`src/rtl/alu_pkg.sv`:
```
// =============================================================================
// Module      : alu_pkg
// Description : Shared ALU types and helpers: normalizer state encoding and the
//               count-width helper used to size shift-amount fields.
// Revision    : 1.0 - initial release
// =============================================================================
`default_nettype none

package alu_pkg;

    typedef enum logic [1:0] {
        ST_IDLE  = 2'd0,
        ST_SHIFT = 2'd1,
        ST_DONE  = 2'd2
    } alu_norm_state_t;

    // Bits needed to represent every shift amount 0..n inclusive.
    function automatic int alu_cnt_width(input int n);
        return $clog2(n + 1);
    endfunction

endpackage

`default_nettype wire

```
`src/rtl/alu_normalize_fsm.sv`:
```
// =============================================================================
// Module      : alu_normalize_fsm
// Description : Control FSM for the sequential normalizer; owns the state
//               register and the registered busy/done flags.
// Revision    : 1.0 - initial release
// =============================================================================
`default_nettype none

module alu_normalize_fsm
    import alu_pkg::*;
(
    input  logic       clk,
    input  logic       rst_n,
    input  logic       start,
    input  logic       work_zero,
    input  logic       work_msb,
    output logic [1:0] state,
    output logic       busy,
    output logic       done
);

    alu_norm_state_t r_state;
    alu_norm_state_t w_next;
    logic            r_busy;
    logic            r_done;

    always_comb begin
        w_next = r_state;
        case (r_state)
            ST_IDLE:  if (start) w_next = ST_SHIFT;
            ST_SHIFT: if (work_zero || work_msb) w_next = ST_DONE;
            ST_DONE:  w_next = start ? ST_SHIFT : ST_IDLE;
            default:  w_next = ST_IDLE;
        endcase
    end

    // Flags are registered from the next state so they track the state
    // register exactly without any combinational path from the inputs.
    always_ff @(posedge clk or negedge rst_n) begin
        if (!rst_n) begin
            r_state <= ST_IDLE;
            r_busy  <= 1'b0;
            r_done  <= 1'b0;
        end else begin
            r_state <= w_next;
            r_busy  <= (w_next == ST_SHIFT);
            r_done  <= (w_next == ST_DONE);
        end
    end

    assign state = r_state;
    assign busy  = r_busy;
    assign done  = r_done;

endmodule

`default_nettype wire

```
`src/rtl/alu_normalize_seq.sv`:
```
// =============================================================================
// Module      : alu_normalize_seq
// Description : Sequential normalizer; shifts the operand left one bit per clock
//               until the MSB is set and reports the shift count (CLZ).
// Revision    : 1.0 - initial release
// =============================================================================
`default_nettype none

module alu_normalize_seq
    import alu_pkg::*;
#(
    parameter int N  = 4,
    parameter int CW = alu_cnt_width(N)
) (
    input  logic          clk,
    input  logic          rst_n,
    input  logic          start,
    input  logic [N-1:0]  A,
    output logic          busy,
    output logic          done,
    output logic [N-1:0]  Z,
    output logic [CW-1:0] S,
    output logic          zero
);

    logic [1:0]    w_state;
    logic          w_load;
    logic          w_in_shift;
    logic          w_work_zero;
    logic          w_work_msb;

    logic [N-1:0]  r_work;
    logic [CW-1:0] r_cnt;
    logic [N-1:0]  r_z;
    logic [CW-1:0] r_s;
    logic          r_zero;

    alu_normalize_fsm u_fsm (
        .clk       (clk),
        .rst_n     (rst_n),
        .start     (start),
        .work_zero (w_work_zero),
        .work_msb  (w_work_msb),
        .state     (w_state),
        .busy      (busy),
        .done      (done)
    );

    // A request is honoured from IDLE and also from DONE for back-to-back use.
    assign w_load      = start && ((w_state == ST_IDLE) || (w_state == ST_DONE));
    assign w_in_shift  = (w_state == ST_SHIFT);
    assign w_work_zero = (r_work == '0);
    assign w_work_msb  = r_work[N-1];

    always_ff @(posedge clk or negedge rst_n) begin
        if (!rst_n) begin
            r_work <= '0;
            r_cnt  <= '0;
            r_z    <= '0;
            r_s    <= '0;
            r_zero <= 1'b0;
        end else if (w_load) begin
            r_work <= A;
            r_cnt  <= '0;
        end else if (w_in_shift) begin
            if (w_work_zero) begin
                r_z    <= '0;
                r_s    <= CW'(N);
                r_zero <= 1'b1;
            end else if (w_work_msb) begin
                r_z    <= r_work;
                r_s    <= r_cnt;
                r_zero <= 1'b0;
            end else begin
                r_work <= {r_work[N-2:0], 1'b0};
                r_cnt  <= r_cnt + CW'(1);
            end
        end
    end

    assign Z    = r_z;
    assign S    = r_s;
    assign zero = r_zero;

endmodule

`default_nettype wire

```
`config.mk`:
```
export PLATFORM = sky130hd
export DESIGN_NAME = alu_normalize_seq
export DESIGN_NICKNAME = d
export VERILOG_FILES = /design/src/rtl/alu_pkg.sv /design/src/rtl/alu_normalize_fsm.sv /design/src/rtl/alu_normalize_seq.sv
export SDC_FILE = /design/constraint.sdc
export NUM_CORES = 1
export LEC_CHECK = 0
export BUFFER_PORTS_ARGS = -buffer_cell sky130_fd_sc_hd__buf_2
export CAP_MARGIN = 20
export CELL_PAD_IN_SITES_DETAIL_PLACEMENT = 0
export CELL_PAD_IN_SITES_GLOBAL_PLACEMENT = 2
export CORE_MARGIN = 3
export CORE_UTILIZATION = 35
export DETAILED_ROUTE_END_ITERATION = 10
export GPL_TIMING_DRIVEN = 1
export PLACE_DENSITY_LB_ADDON = 0.1
export SLEW_MARGIN = 10
export SYNTH_ARGS = -nofsm -noshare
export SYNTH_HDL_FRONTEND = slang
export SYNTH_SLANG_ARGS = --single-unit
```
`constraint.sdc`:
```
create_clock -name clk -period 2.3 [get_ports clk]
set_clock_uncertainty 0.05 [all_clocks]
set_input_delay 0.23 -clock clk [delete_from_list [all_inputs] [get_ports clk]]
set_output_delay 0.23 -clock clk [all_outputs]
set_load 0.01 [all_outputs]
```
* Word-level counts from Yosys, hierarchy flattened
Index checks and enable logic that the tools add are counted.
** Word-level totals
- Logic and storage cells :: 45
- Flip-flop bits (word level) :: 19
- Input bits :: 7
- Output and inout port bits :: 10
** Cells by class
- Bitwise logic cells :: 1
- Reductions and logical operators :: 10
- Muxes and demuxes :: 18
- $add $sub $neg :: 1
- Equal/unequal tests :: 6
** Operators by type and width (number)
- $mux W4 :: 6
- $mux W3 :: 6
- $pmux W2 S3 :: 1
- $reduce_and A3 Y1 :: 2
- $eq A2 B1 Y1 const B :: 2
- $eq A2 B2 Y1 const B :: 2
- $logic_not A4 Y1 :: 1
- $mux W2 :: 2
- $ne A2 B2 Y1 const B :: 2
- $reduce_bool A2 Y1 :: 2
- $add A3 B1 Y3 const B :: 1
- $mux W1 :: 3
- $logic_not A2 Y1 :: 1
- $logic_or A1 B1 Y1 :: 2
- $reduce_and A2 Y1 :: 1
- $logic_and A1 B1 Y1 :: 1
- $not A1 Y1 :: 1

* Longest topological paths before layout
Gate-level depths: netlist of run 1.
- Depth after elaboration :: 5
- Depth in mapped cells :: 4
- Gate-level depth less buffers :: 4

* Hierarchy
Synthesis of run 1 repeated with hierarchy kept, for this count alone.
** Unflattened totals
- Cell total of the unflattened synthesis :: 73
- Area total of the unflattened synthesis :: 809.5 sq um
** By module, submodules not included
- alu_normalize_seq :: cells an instance 62, times used 1, area an instance 670.6 sq um, sequential area each 375.4 sq um
- alu_normalize_fsm :: cells an instance 11, times used 1, area an instance 138.9 sq um, sequential area each 100.1 sq um

* Least setup slack after synthesis of run 1
OpenSTA, ideal clock, no wires.
- Kind :: flip-flop to flip-flop
- Start point :: register r_work[3]
- End point :: register r_work[1]
- Arrival :: 1296 ps
- Required time :: 2124 ps
- Path buffers :: 1
- Path slack :: 828 ps
- Period minus slack after synthesis :: 1472 ps
- Stages on the path, launching flop included :: 5
- Cell sequence :: dfrtp_1 > or3b_1 > buf_6 > and3_1 > a221o_1
** Between the ends
- Word-level cells in the longest chain between the ends :: 3
- Elaborated cells between the ends (all ways) :: 4
- Classes of those cells :: eq/ne: 2; reduce/logical: 2
** Ends and longest elaborated chain
- from (decl) :: line alu_normalize_seq.sv:32 : logic [N-1:0] r_work;
- from (signal assigned) :: line alu_normalize_seq.sv:75 : r_work <= {r_work[N-2:0], 1'b0};
- $logic_not A4 Y1 :: line alu_normalize_seq.sv:52 : assign w_work_zero = (r_work == '0);
- $ne A2 B2 Y1 (no line)
- $reduce_and A3 Y1 (no line) (*)
Mark *: on every way between the ends. The rest lies on a longest branch, timed or not.
A chain may end at the register's enable or synchronous reset.

* Final worst setup path of run 1
- Start point :: register u_fsm.r_state[1] (netlist: u_fsm.state[1])
- End point :: register r_work[1]
** Between the ends
- Word-level cells in the longest chain between the ends :: 5
- Elaborated cells between the ends (all ways) :: 10
- Classes of those cells :: eq/ne: 4; mux: 1; reduce/logical: 5
** Ends and longest elaborated chain
- from (decl) :: line alu_normalize_fsm.sv:22 : alu_norm_state_t r_state;
- from (signal assigned) :: line alu_normalize_fsm.sv:45 : r_state <= w_next;
- $eq A2 B2 Y1 or $logic_not A2 Y1 (tied branches) :: line alu_normalize_seq.sv:50 : assign w_load = start && ((w_state == ST_IDLE) || (w_state == ST_DONE));
- $logic_or A1 B1 Y1 :: line alu_normalize_seq.sv:50
- $logic_and A1 B1 Y1 :: line alu_normalize_seq.sv:50
- $ne A2 B2 Y1 (no line) or $reduce_bool A2 Y1 (tied branches)
- $reduce_and A3 Y1 (no line)
Parallel ways exist; a longest one is shown, timed or not.

==> impl_metrics.json, run 1 <==
{
  "status": "complete, no violations",
  "crit_start": "u_fsm.state[1]$_DFF_PN0_",
  "mostFrequentLayoutCells": "dfrtp_1 (19), buf_2 (16), nand2_1 (6)",
  "finalCriticalPeriod_ps": 1590,
  "overflow": 0,
  "r2r_end": "r_work[1]$_DFFE_PN0P_",
  "worstSetupEndpointType": "register",
  "avgSynthCellArea_um2": 11.59,
  "via_per_inst": 4.896,
  "clk_latency_ps": 280,
  "syn-cell-area_um2": 788.3,
  "dieHeight_um": 53.46,
  "fp.dieW_um": 53.46,
  "crit_fanout": 8,
  "ant_nets": 0,
  "h-tree-depth": 1,
  "rsz0062_at_grt": "no",
  "netlist_instances": 68,
  "grt_usage": 0.1318,
  "grt_max_degree": 20,
  "place_congestion": 0.7409,
  "crit_required_ps": 2430,
  "detail_route.wl_per_cell_um": 13.28,
  "seq_area_um2": 475.5,
  "ys_async_sr_fraction": 1.000,
  "post_route_cells_drive_above_1_share": 0.2386,
  "clkTransAtPathRegs_ps": 100,
  "hold_buffers": 1,
  "fmax_ghz": 0.6288,
  "stdcell_count": 115,
  "maxCapViolCount": 0,
  "finalHoldViolCount": 0,
  "synth_edf_count": 0,
  "final_common_cell": "dfrtp_1",
  "drt-total-wl_um": 1527,
  "multi_input_area_um2": 281.5,
  "grt_pass1_wl_um": 2656,
  "final.fill_count": 217,
  "dr.pass1.iters": 3,
  "start_util": 0.3860,
  "min_to": "r_work[0]$_DFFE_PN0P_",
  "hold_depth": 3,
  "cts_resized": 0,
  "hold_path.class": "input pin to register",
  "synthesis.nets": 76,
  "diodes": 0,
  "antenna_found_initial": 0,
  "drv_slew": 0,
  "coreArea_mm2": 0.002042,
  "ys_types": 29,
  "dp_hpwl_um": 1101,
  "worstMarginPinSlew_ps": 516.8,
  "clockRootBuffer": "clkbuf_4",
  "r2r_start": "u_fsm.state[1]$_DFF_PN0_",
  "cpMaxStageDelayCell": "or3b_1",
  "syn_to_final_growth_pct": 17.94,
  "min_from": "A[0]",
  "grt_pass1_vias": 581,
  "cts_setup_buffers": 0,
  "critPathLaunchType": "register",
  "cp_top_family": "simple AND/OR/NAND/NOR gates",
  "final-setup-viol-count": 0,
  "cts_buffer_depth": 2,
  "critical_path_class": "register to register",
  "clock_sinks": 19,
  "fin_setup_tns_ps": 0,
  "portBuffers": 16,
  "ios": 17,
  "dp_cells": 110,
  "ys_seq_area_frac": 0.6032,
  "crit_buf_inv": 0,
  "vias": 563,
  "layout.nets": 97,
  "worst_slew_margin_rel": 0.6532,
  "max_stage_delay_ps": 520,
  "r2r_cells": 3,
  "yosysWarnings": 0,
  "fp-row-count": 16,
  "peakVddDrop_v": 0.0005774,
  "first_iter_violations": 8,
  "cellLeakagePower_uw": 0.0004693,
  "crit_cells": 3,
  "fin_crit_sh": 0.6915,
  "cts_tree": "built",
  "synth_flop_cell": "dfrtp_1",
  "rrSetupSlack_ps": 710,
  "p_per_area_mw_per_mm2": 1286,
  "cts_buffers": 3,
  "crit_arrival_ps": 1720,
  "path_cells": "or3b_1, and3_1, a221o_1",
  "ys_ff_latch": 19,
  "drc_errors": 0,
  "dieArea_mm2": 0.002857
}
[worst register-to-register path: cells and delay by family, from the launching register on]
kind             cells  cell delay, ps
flip-flops           1             440
AND/OR/NAND/NOR      2             750
AO/OA/AOI/OAI        1             250
[cells by family (layout without fill, tap and decap cells)]
| family | after synthesis | in the layout | share of synthesized area |
|---|---|---|---|
| fa+ha+maj | 1 | 1 | 0.01587 |
| flops | 19 | 19 | 0.6032 |
| buf+inv | 6 | 26 | 0.03967 |
| mux | 1 | 1 | 0.01270 |
| simple gates | 22 | 22 | 0.1603 |
| compound gates | 19 | 19 | 0.1683 |
[how the worst max path moves through the flow]
stage	to	slack [ps]
detailed placement	r_work[1]$_DFFE_PN0P_	740
finish	r_work[1]$_DFFE_PN0P_	710
floorplan	r_work[1]$_DFFE_PN0P_	830
global route	S[2]$_DFFE_PN0P_	600
CTS	r_work[1]$_DFFE_PN0P_	720
global placement	r_work[1]$_DFFE_PN0P_	710
[registers in the layout, indices dropped and copies added (netlist names)]
register,flops
Z,4
r_work,4
S,3
r_cnt,3
u_fsm.state,2
u_fsm.busy,1
u_fsm.done,1
zero,1
[synth_stat cells, types with 2 or more instances]
master	n	area share
nand3_1	4	0.025
dfrtp_1	19	0.60
o21ai_0	3	0.019
inv_1	4	0.019
a22o_1	5	0.056
a21oi_1	4	0.025
nand2_1	6	0.029
nor2b_1	2	0.016
[through the flow]
stage	setup WS, ps	utilization	cell area (um^2)	power, uW	hold slack [ps]
after floorplan	828.1	-	788.3	888.6	-115.6
after global placement	713.6	0.4375	893.4	1049	144.6
after detailed placement	744.2	0.4375	893.4	1045	139.3
after CTS	719.5	0.4553	929.6	1212	79.33
after global routing	602.1	0.4553	929.6	1307	86.99
final	709.6	0.4553	929.6	1195	88.27
[power breakdown]
part / switching (uW) / internal, uW / leakage, uW / total [uW]
clock network: 91.7 / 67.3 / 0.0000150 / 159
logic: 242 / 213 / 0.000213 / 455
registers: 113 / 468 / 0.000241 / 581
total: 446 / 749 / 0.000469 / 1200
[layer usage]
metal / GRT usage / part of all wire / vias up
met5: 0 / 0 / -
met4: 0.06383 / 0.0065 / 0
met3: 0.02535 / 0.045 / 2
met2: 0.1980 / 0.44 / 14
met1: 0.1785 / 0.51 / 260
li1: - / - / 287
[layout make-up]
class	count	area share
Sequential cell	19	0.5114
Multi-Input combinational cell	43	0.3028
Timing Repair Buffer	18	0.1050
Tap cell	27	0.03634
Clock buffer	4	0.02826
Inverter	4	0.01615
(Power assumes the default switching activity.)
==> run 2: changes to the inputs <==
- CORE_UTILIZATION: 35 -> 29
- clock period: 2.3 -> 1.3 ns (I/O delays scaled with it)
==> run 2 against run 1 <==
- clock power grew 85%
- design area grew 22%
- fmax grew 16%
- the flow now finishes with violations (setup timing)
- largest cell class unchanged
- non-clock buffer count grew 20
- core utilization shrank 0.49 points
- via count grew 9.9%
- total power grew 120%
- register-to-register slack lost 780 ps
==> impl_metrics.json, run 2 (same netlist as run 1, synthesis figures left out) <==
{
  "status": "complete, but fails checks",
  "violations": "setup timing",
  "cellLeakagePower_uw": 0.0005758,
  "clockRootBuffer": "clkbuf_4",
  "crit_fanout": 3,
  "preCtsSetupSlack_ps": -129.2,
  "finalCriticalPeriod_ps": 1367,
  "globalRouteMet3Util": 0.04232,
  "dieArea_mm2": 0.003380,
  "pwr-share-clk": 0.113,
  "place_congestion": 0.7842,
  "mostFrequentLayoutCells": "dfrtp_1 (19), buf_4 (17), buf_2 (16)",
  "h-tree-depth": 1,
  "fmax_ghz": 0.7316,
  "hold_ws_ps": 77.20,
  "vias": 619,
  "placed_area_mm2": 0.001023,
  "grt-busiest-layer": "met2",
  "rrSetupSlack_ps": -70,
  "fp-row-count": 18,
  "first_iter_violations": 7,
  "p_sw_frac": 0.3578,
  "rsz0062_at_grt": "yes",
  "grt_pass1_wl_um": 2987,
  "cts_buffer_depth": 2,
  "p_comb_frac": 0.497,
  "overflow": 0,
  "hold_path.class": "input pin to register",
  "ios": 17,
  "worstMarginPinSlew_ps": 411.6,
  "seq_power_share": 0.390,
  "final.fill_count": 256,
  "dp_hpwl_um": 1290,
  "clkTransAtPathRegs_ps": 100,
  "grt_pass1_vias": 645,
  "grt_util_met1": 0.1476,
  "portBuffers": 16,
  "diodes": 0,
  "fp.dieW_um": 58.14,
  "clk_latency_ps": 290,
  "dieHeight_um": 58.14,
  "cts_buffers": 3,
  "grt_usage": 0.1171,
  "peakVddDrop_v": 0.001162,
  "power.internal_uw": 1673,
  "layout.nets": 117,
  "finalHoldViolCount": 0,
  "p_per_area_mw_per_mm2": 2293,
  "worstSetupEndpointType": "register",
  "antenna_found_initial": 0,
  "syn_to_final_growth_pct": 44.13,
  "cts_tree": "built",
  "ant_nets": 0,
  "drv_slew": 0,
  "final_cell_area_mm2": 0.001136,
  "start_util": 0.3125,
  "crit_required_ps": 1440,
  "maxCapViolCount": 0,
  "worst_slew_margin_rel": 0.7256,
  "critPathLaunchType": "register",
  "p_sw_uw": 932.3,
  "dr.pass1.iters": 4,
  "fin_ws_ps": -66.79,
  "post_route_cells_drive_above_1_share": 0.4259,
  "clock_sinks": 19,
  "final_common_cell": "dfrtp_1",
  "drt-total-wl_um": 1673,
  "gr-usage-met2": 0.1903,
  "via_per_inst": 4.486,
  "critical_path_class": "register to register",
  "drc_errors": 0,
  "detail_route.wl_per_cell_um": 12.12,
  "crit_arrival_ps": 1500,
  "fin_crit_sh": 1.051,
  "grt_max_degree": 20,
  "coreArea_mm2": 0.002522,
  "final-setup-viol-count": 2
}
==> run 2: changes by cell type in the layout (fill, tap and decap cells not counted), sizes merged <==
cell | previous run | this run
dlygate4sd3 | 1 | 4
buf | 17 | 34
==> run 2: what timing repair did <==
| action | CTS | global route |
|---|---|---|
| resized for setup | 3 | 8 |
| endpoints found under the hold margin | 22 | 0 |
| setup endpoints to repair | 12 | 13 |
| cloned | 0 | 0 |
| hold buffers | 4 | 0 |
| setup buffers | 1 | 0 |
| pin swaps | 2 | 1 |
==> run 2: path summary, 6_finish.rpt <==
kind	startpoint	end	cells after the start
worst max-delay path	r_work[3]$_DFFE_PN0P_	r_work[1]$_DFFE_PN0P_	3
worst min-delay path	A[3]	r_work[3]$_DFFE_PN0P_	3
worst max register to register	r_work[3]$_DFFE_PN0P_	r_work[1]$_DFFE_PN0P_	3
worst min register to register	r_cnt[2]$_DFFE_PN0P_	r_cnt[2]$_DFFE_PN0P_	1
max in group asynchronous	rst_n	u_fsm.state[1]$_DFF_PN0_	2
min in group asynchronous	rst_n	S[0]$_DFFE_PN0P_	2
==> run 2: final cells by class <==
type,instances,area [um^2],share of cell area
clock buffers,4,26.28,0.02313
flip-flops and latches,19,475.5,0.4185
multi-input cells,43,322.8,0.2841
repair buffers,38,259.0,0.2280
inverters,4,15.01,0.01322
well taps,30,37.54,0.03304
==> run 2: power by group through the flow <==
stage / combinational (uW) / clock [uW] / sequential [uW]
final: 1290 / 294 / 1020
after detailed placement: 1190 / 0 / 1030
after CTS: 1250 / 311 / 1020
after global placement: 1180 / 0 / 1020
after global routing: 1440 / 334 / 1050
after floorplan: 520 / 0 / 1080
==> run 2: layer usage <==
layer,vias up,part of all wire
met5,-,0
met4,0,0.0090
met3,2,0.060
met2,14,0.45
met1,281,0.48
li1,322,-
==> run 2: through the flow <==
| step | setup TNS [ps] | power, uW | cells | utilization |
|---|---|---|---|---|
| final | -119.1 | 2605 | 138 | 0.4504 |
| after global routing | -313.4 | 2828 | 138 | 0.4504 |
| after CTS | -173.6 | 2575 | 138 | 0.4390 |
| after detailed placement | -510.3 | 2215 | 129 | 0.4058 |
| after global placement | -391.8 | 2199 | 129 | 0.4058 |
| after floorplan | -171.8 | 1598 | 68 | - |
==> run 2: worst max-delay path, cell delays in order, from the launching register on <==
cell	delay [ps]
dfrtp_1	410
or3b_4	400
and3_1	150
a221o_1	250
==> run 3: changes to the inputs <==
- BUFFER_PORTS_ARGS: -buffer_cell sky130_fd_sc_hd__buf_2 -> -buffer_cell sky130_fd_sc_hd__clkbuf_2
- CORE_MARGIN: 3 -> 5
==> run 3 against run 2 <==
- fmax shrank 0.79%
- first-iteration DRC count grew to 4.1 times the previous value
- sequential share of layout area grew 0.82 points
- cell count shrank 0.72%
- the run still ends with setup timing left
- count of clock-buffer cells in the layout is the same
- critical endpoint unchanged
- non-clock buffer count shrank 2
- largest cell class unchanged
- total power shrank 0.16%
- global-route usage shrank 1.5 points
==> impl_metrics.json, run 3 (same netlist as run 1, synthesis figures left out) <==
{
  "final-setup-viol-count": 3,
  "fmax_ghz": 0.7259,
  "cpMaxStageDelayCell": "dfrtp_1",
  "violations": "setup timing",
  "syn_to_final_growth_pct": 41.75,
  "portBuffers": 16,
  "cellLeakagePower_uw": 0.0005640,
  "stdcell_count": 137,
  "fin_crit_sh": 1.060,
  "max_stage_delay_ps": 410,
  "fp.dieW_um": 62.14,
  "grt_pass1_wl_um": 3125,
  "dr.pass1.iters": 4,
  "grt_usage": 0.1022,
  "first_iter_violations": 29,
  "crit_required_ps": 1450,
  "hold_path.class": "input pin to register",
  "clock_sinks": 19,
  "grt_max_degree": 20,
  "fin_setup_tns_ps": -142.5,
  "cp_top_family": "simple AND/OR/NAND/NOR gates",
  "crit_buf_inv": 0,
  "dp_hpwl_um": 1366,
  "drc_errors": 0,
  "final_cell_area_mm2": 0.001117,
  "grt-busiest-layer": "met2",
  "globalRouteMet3Util": 0.04144,
  "final_common_cell": "dfrtp_1",
  "ios": 17,
  "coreArea_mm2": 0.002686,
  "clkTransAtPathRegs_ps": 110,
  "via_per_inst": 4.664,
  "finalCriticalPeriod_ps": 1378,
  "r2r_cells": 3,
  "crit_start": "u_fsm.state[1]$_DFF_PN0_",
  "post_route_cells_drive_above_1_share": 0.4340,
  "maxCapViolCount": 0,
  "ant_nets": 0,
  "crit_arrival_ps": 1530,
  "detail_route.wl_per_cell_um": 13.38,
  "hold_ws_ps": 16.03,
  "place_congestion": 0.7372,
  "crit_cells": 3,
  "dieArea_mm2": 0.003861,
  "path_cells": "or3b_4, and3_4, a221o_1",
  "finalHoldViolCount": 0,
  "layout.nets": 115,
  "worstSetupEndpointType": "register",
  "rrSetupSlack_ps": -80,
  "fin_ws_ps": -77.69,
  "status": "complete, but fails checks",
  "final.fill_count": 270,
  "start_util": 0.2934,
  "multi_input_area_um2": 319.1,
  "cts_buffers": 3,
  "r2r_start": "u_fsm.state[1]$_DFF_PN0_",
  "overflow": 0,
  "worst_slew_margin_rel": 0.6742,
  "vias": 639,
  "grt_pass1_vias": 652,
  "clockRootBuffer": "clkbuf_4",
  "crit_end": "r_work[1]$_DFFE_PN0P_",
  "mostFrequentLayoutCells": "dfrtp_1 (18), clkbuf_2 (16), buf_4 (16)",
  "clk_latency_ps": 300,
  "critical_path_class": "register to register",
  "drt-total-wl_um": 1833,
  "p_per_area_mw_per_mm2": 2328,
  "rsz0062_at_grt": "yes",
  "fp-row-count": 19,
  "seq_area_um2": 476.7,
  "critPathLaunchType": "register",
  "diodes": 0,
  "dieHeight_um": 62.14,
  "worstMarginPinSlew_ps": 488.7,
  "drv_slew": 0,
  "peakVddDrop_v": 0.001075,
  "gr-usage-met2": 0.1632,
  "r2r_end": "r_work[1]$_DFFE_PN0P_",
  "placed_area_mm2": 0.001017,
  "antenna_found_initial": 0,
  "preCtsSetupSlack_ps": -87.67,
  "h-tree-depth": 1,
  "cts_buffer_depth": 2,
  "dp_cells": 129,
  "cts_tree": "built",
  "crit_fanout": 3,
  "grt_util_met1": 0.1280
}
[run 3: final cells by class]
type	count	area share
clock buffers	4	0.02352
inverters	4	0.01344
multi-input cells	43	0.2856
flip-flops and latches	19	0.4267
well taps	31	0.03471
repair buffers	36	0.2161
[run 3: how the worst min path moves through the flow]
stage                     depth (start not counted)                     to   from
after CTS                                         2  r_work[1]$_DFFE_PN0P_   A[1]
final                                             2  r_work[1]$_DFFE_PN0P_   A[1]
after floorplan                                   0       S[0]$_DFFE_PN0P_  rst_n
after global placement                            1       S[0]$_DFFE_PN0P_  rst_n
after detailed placement                          1       S[0]$_DFFE_PN0P_  rst_n
after global routing                              2  r_work[1]$_DFFE_PN0P_   A[1]
[run 3: timing repair]
item | 4_1_cts | 5_1_grt
buffers inserted | 0 | 1
pin swaps | 3 | 1
endpoints found under the hold margin | 21 | 0
gates resized for setup | 4 | 7
hold buffers | 3 | 0
endpoints found under the setup margin | 11 | 15
[run 3: routing by layer]
layer  routed length (um)  part of all wire
met2                  847              0.46
met3                  114             0.062
met5                    0                 0
met1                  855              0.47
met4                   16            0.0087
[run 3: metrics by stage]
step                total power (uW)  utilization
CTS                             2548       0.4038
floorplan                       1598            -
global route                    2789       0.4159
detailed placement              2198       0.3787
global placement                2187       0.3787
finish                          2601       0.4159
[run 3: power by group]
| part | switching (uW) | total, uW | leakage [uW] | internal [uW] |
|---|---|---|---|---|
| Sequential | 200 | 1030 | 0.000240 | 832 |
| Combinational | 569 | 1270 | 0.000309 | 699 |
| Clock | 182 | 302 | 0.0000150 | 120 |
| Total | 951 | 2600 | 0.000564 | 1650 |
